<file path="config.mk">
export PLATFORM = sky130hd
export DESIGN_NAME = fetch_ctrl
export DESIGN_NICKNAME = d
export VERILOG_FILES = /design/src/rtl/fetch_ctrl_pkg.sv /design/src/rtl/fetch_ctrl_adder.sv /design/src/rtl/fetch_ctrl.sv
export SDC_FILE = /design/constraint.sdc
export NUM_CORES = 1
export LEC_CHECK = 0
export CAP_MARGIN = 20
export CORE_UTILIZATION = 40
export CTS_BUF_LIST = sky130_fd_sc_hd__clkbuf_8
export DETAILED_ROUTE_END_ITERATION = 6
export PLACE_DENSITY = 0.64
export SETUP_SLACK_MARGIN = 0.02
export SLEW_MARGIN = 20
export SYNTH_ARGS = -nofsm -noshare
export SYNTH_HDL_FRONTEND = slang
export SYNTH_SLANG_ARGS = --single-unit
export TNS_END_PERCENT = 20
</file>
<file path="constraint.sdc">
create_clock -name clk -period 3.2 [get_ports clk]
set_input_delay 0.96 -clock clk [delete_from_list [all_inputs] [get_ports clk]]
set_output_delay 0.96 -clock clk [all_outputs]
set_load 0.02 [all_outputs]
</file>
<file path="src/rtl/fetch_ctrl_pkg.sv">
// Shared CPU constants for the fetch controller.
// State encoding and reset PC default.
package fetch_ctrl_pkg;

  typedef enum logic [1:0] {
    RUN        = 2'd0,
    MISS_WAIT  = 2'd1,
    HALT_DRAIN = 2'd2,
    HALTED     = 2'd3
  } fetch_state_t;

  localparam logic [15:0] RESET_PC_DEF = 16'h0000;
  localparam logic [15:0] PC_STEP      = 16'h0002;
  localparam int          CNT_W        = 8;

endpackage

</file>
<file path="src/rtl/fetch_ctrl_adder.sv">
// 16-bit adder/subtractor shared by the CPU datapath.
// Wraps modulo 2^16; no carry out.
module adder_sub_16bit (
  input  logic [15:0] a,
  input  logic [15:0] b,
  input  logic        is_sub,
  output logic [15:0] sum
);

  // add or subtract, wrap-around
  always_comb begin
    sum = is_sub ? (a - b) : (a + b);
  end

endmodule

</file>
<file path="src/rtl/fetch_ctrl.sv">
// Fetch controller: PC sequencing, branch redirect,
// I-cache miss wait, halt drain.
module fetch_ctrl
  import fetch_ctrl_pkg::*;
#(
  parameter logic [15:0] RESET_PC     = RESET_PC_DEF,
  parameter int unsigned DRAIN_CYCLES = 3
) (
  input  logic        clk,
  input  logic        rst,
  input  logic        branch_taken,
  input  logic [15:0] branch_target,
  input  logic        hazard_stall,
  input  logic        imem_stall,
  input  logic        halt_id,
  output logic [15:0] pc,
  output logic        pc_write,
  output logic        if_id_write,
  output logic        if_id_flush,
  output logic        fetch_valid,
  output logic        redirect_pending,
  output logic        halted
);

  localparam logic [CNT_W-1:0] DRAIN_LOAD =
    CNT_W'(DRAIN_CYCLES - 1);

  fetch_state_t     state;
  logic [15:0]      redir;
  logic [CNT_W-1:0] cnt;
  logic [15:0]      pc_inc;
  logic [15:0]      pc_next;
  logic             go_drain;
  logic             go_miss;
  logic             go_run;
  logic             latch;

  adder_sub_16bit u_pc_inc (
    .a      (pc),
    .b      (PC_STEP),
    .is_sub (1'b0),
    .sum    (pc_inc)
  );

  // enables, flush and next-PC select from state and inputs
  always_comb begin
    pc_write    = 1'b0;
    if_id_write = 1'b0;
    if_id_flush = 1'b0;
    fetch_valid = 1'b0;
    pc_next     = pc_inc;
    go_drain    = 1'b0;
    go_miss     = 1'b0;
    go_run      = 1'b0;
    latch       = 1'b0;
    if (rst) begin
      if_id_flush = 1'b1;
    end else begin
      unique case (state)
        RUN: begin
          if (hazard_stall) begin
            pc_write = 1'b0;
          end else if (halt_id) begin
            if_id_write = 1'b1;
            if_id_flush = 1'b1;
            go_drain    = 1'b1;
          end else if (branch_taken && imem_stall) begin
            if_id_write = 1'b1;
            if_id_flush = 1'b1;
            latch       = 1'b1;
            go_miss     = 1'b1;
          end else if (branch_taken) begin
            pc_write    = 1'b1;
            pc_next     = branch_target;
            if_id_write = 1'b1;
            if_id_flush = 1'b1;
          end else if (imem_stall) begin
            go_miss = 1'b1;
          end else begin
            pc_write    = 1'b1;
            if_id_write = 1'b1;
            fetch_valid = 1'b1;
          end
        end
        MISS_WAIT: begin
          if (halt_id) begin
            if_id_write = 1'b1;
            if_id_flush = 1'b1;
            go_drain    = 1'b1;
          end else if (imem_stall) begin
            latch = branch_taken;
          end else if (hazard_stall) begin
            pc_write = 1'b0;
          end else if (redirect_pending) begin
            pc_write    = 1'b1;
            pc_next     = redir;
            if_id_write = 1'b1;
            if_id_flush = 1'b1;
            go_run      = 1'b1;
          end else if (branch_taken) begin
            pc_write    = 1'b1;
            pc_next     = branch_target;
            if_id_write = 1'b1;
            if_id_flush = 1'b1;
            go_run      = 1'b1;
          end else begin
            pc_write    = 1'b1;
            if_id_write = 1'b1;
            fetch_valid = 1'b1;
            go_run      = 1'b1;
          end
        end
        HALT_DRAIN: begin
          if_id_write = 1'b1;
          if_id_flush = 1'b1;
        end
        HALTED: begin
          if_id_flush = 1'b1;
        end
        default: begin
          if_id_flush = 1'b1;
        end
      endcase
    end
  end

  // state, PC, redirect register, drain counter, halted flag
  always_ff @(posedge clk) begin
    if (rst) begin
      state            <= RUN;
      pc               <= RESET_PC;
      redir            <= '0;
      redirect_pending <= 1'b0;
      cnt              <= '0;
      halted           <= 1'b0;
    end else begin
      if (pc_write) pc <= pc_next;
      if (latch) begin
        redir            <= branch_target;
        redirect_pending <= 1'b1;
      end
      unique case (state)
        RUN: begin
          if (go_drain) begin
            state <= HALT_DRAIN;
            cnt   <= DRAIN_LOAD;
          end else if (go_miss) begin
            state <= MISS_WAIT;
          end
        end
        MISS_WAIT: begin
          if (go_drain) begin
            state            <= HALT_DRAIN;
            cnt              <= DRAIN_LOAD;
            redirect_pending <= 1'b0;
          end else if (go_run) begin
            state            <= RUN;
            redirect_pending <= 1'b0;
          end
        end
        HALT_DRAIN: begin
          if (cnt == '0) state <= HALTED;
          else           cnt   <= cnt - 1'b1;
        end
        HALTED: begin
          halted <= 1'b1;
        end
        default: state <= RUN;
      endcase
    end
  end

endmodule

</file>
==> results.tsv <==
metric	value	unit
synth_edf_count	0	
outcome	finished clean	
synth_area_per_cell	7.80	um^2
syn_area	2660	um^2
drt_first_pass_iters	4	
tightest_slew	615	ps
multiInputGateArea	1620	um^2
ys_async_sr_fraction	0	%
post_drt_wl_per_cell	14.8	um
cts.sinks	44	
path_clk_slew	80	ps
overflow	0	
routed_wirelength	6940	um
hpwl	4930	um
synth.most_common_cell	dfxtp_1	
reg2reg_slack	940	ps
gp_congestion	0.860	
synth_area_leader_cell	dfxtp_1	
die_h	83.5	um
clock-root-buffer	clkbuf_8	
rsz0062_at_grt	false	
num-nets-final	421	
internal_power	1.09	mW
vias_per_cell	5.63	
start_util	41.6	%
end_kind	primary output	
synthesis.nets	371	
holdCritPathClass	reg -> reg	
cts_tree	done	
crit_arrival	2150	ps
slew_headroom	59.0	%
fin_crit_sh	97.2	%
grt_use_total	21.1	%
synth_cell_types	55	
drive_gt1_share	12.5	%
numCtsBuffers	5	
postCtsHoldBufs	0	
synth_warnings	0	
die_x	83.5	um
fill_cells	638	
hold_violations	0	
core_area	6390	um^2
power.density	513	nW/um^2
io_pins	44	
critPathLaunchType	primary input	
synth.top_cell.area_share	33.1	%
postRouteAntennaNets	0	
grt_pass1_vias	2466	
ys_seq_area_share	33.1	%
fin_util	52.6	%
critPathRequiredTime	2240	ps
drc_errors	0	
grt_antenna_before_repair	0	
crit_fanout	4	
vias	2640	
power.switching	0.631	mW
grt_pass1_wl	12100	um
p_clk_share	21.6	%
ir_worst_vdd	0.000343	V
drv_slew	0	
synth_ff_type	dfxtp_1	
synthCells	341	
ys_top_cells_by_area	dfxtp_1 (33%), o21ai_0 (5.8%), nor2_1 (5.2%)	
leakagePower	1.30	nW
htreeDepth	2	
synth-seq-cells	44	
seqCellArea	881	um^2
worstHoldStart	halted	
clk_latency	300	ps
die-area	6980	um^2
setup_viol	0	
drt_iter0_drc	174	
grt_max_degree	34	
fin_worst_skew	6.50	ps
io_buffer_count	43	
seq_power_share	38.4	%
cap_viol_max_count	0	
p_total	1.72	mW
worstSetupStartpoint	branch_taken	
r2r_start	state[0]	
clk_path_buf_depth	2	
pwr-share-comb	40.0	%
areaGrowthSynthToFinish	26.4	%
fin_crit	3110	ps
rows	29	
diodes	0	
fmax	322	MHz
synth_commonest_cells	dfxtp_1 (44), nor2_1 (37), o21ai_0 (31), inv_1 (24), a21oi_1 (18)	
critical_path_class	in -> out	
switching_share	36.6	%
power groups by stage:
stage               registers, mW  logic (mW)  clock network, mW
finish                      0.662       0.689              0.372
global placement            0.673       0.672                  0
CTS                         0.662       0.686              0.382
detailed placement          0.673       0.677                  0
global route                0.674       0.762              0.408
floorplan                   0.674       0.454                  0
cell type report:
cell class / instances / share of cell area [%]
clock buffers: 6 / 2.46
well taps: 77 / 2.87
repair buffers: 64 / 17.1
clock inverters: 2 / 0.335
flip-flops and latches: 44 / 26.2
inverters: 24 / 2.68
multi-input cells: 252 / 48.3
cells in the final DEF (no fill, tap or decap), drive strengths merged, types with 13 or more instances in the layout:
| cell type | netlist | final |
|---|---|---|
| nand3b | 16 | 16 |
| dfxtp | 44 | 44 |
| inv | 24 | 25 |
| buf | 4 | 25 |
| clkdlybuf4s50 | 0 | 35 |
| nor3 | 14 | 14 |
| nor2 | 37 | 37 |
| o21ai | 32 | 32 |
| a21oi | 19 | 19 |
| nand2 | 13 | 13 |
registers in the layout, summed over array words and instances (netlist names):
register	flops
pc	16
redirect_pending	1
cnt	8
halted	1
state	2
redir	16
metal layers:
layer | GRT usage [%] | share of wire [%]
met2 | 35.5 | 47
met1 | 28.4 | 47
met3 | 2.97 | 4.5
met4 | 5.86 | 1.3
met5 | 0 | 0
final timing paths:
path                      end  cells past startpoint
setup / recovery  if_id_flush                      6
hold / removal         halted                      2
setup reg to reg        pc[9]                      8
hold reg to reg        halted                      2
stage by stage:
step | std cells | area (um^2) | TNS (ps) | setup slack [ps] | hold WS (ps)
6_report | 469 | 3360 | 0 | 90.1 | 478
5_1_grt | 469 | 3360 | 0 | 25.2 | 515
4_1_cts | 469 | 3360 | 0 | 99.4 | 489
3_5_place_dp | 459 | 3250 | -2070 | -578 | 464
3_3_place_gp | 459 | 3250 | -2010 | -548 | 459
2_1_floorplan | 341 | 2660 | 0 | 72.1 | 449
worst max-delay path: stages:
cell and delay, ps:
dlygate4sd2_1 280, or2_2 350, o21a_1 180, nor3_1 130, o21ai_1 80, buf_4 160
cell families after synthesis:
kind of cell,share of synthesized area (%)
multiplexers,1.60
flip-flops,33.1
AND/OR/NAND/NOR,26.8
adder cells (fa/ha/maj),3.76
XOR/XNOR,2.64
AO/OA/AOI/OAI,25.3
buffers and inverters,6.82
timing repair:
item / 4_1_cts / 5_1_grt
gates resized for setup: 31 / 0
setup endpoints to repair: 4 / 0
buffers inserted: 2 / 0
endpoints found under the hold margin: 0 / 0
Power figures use the tool's default switching activity.
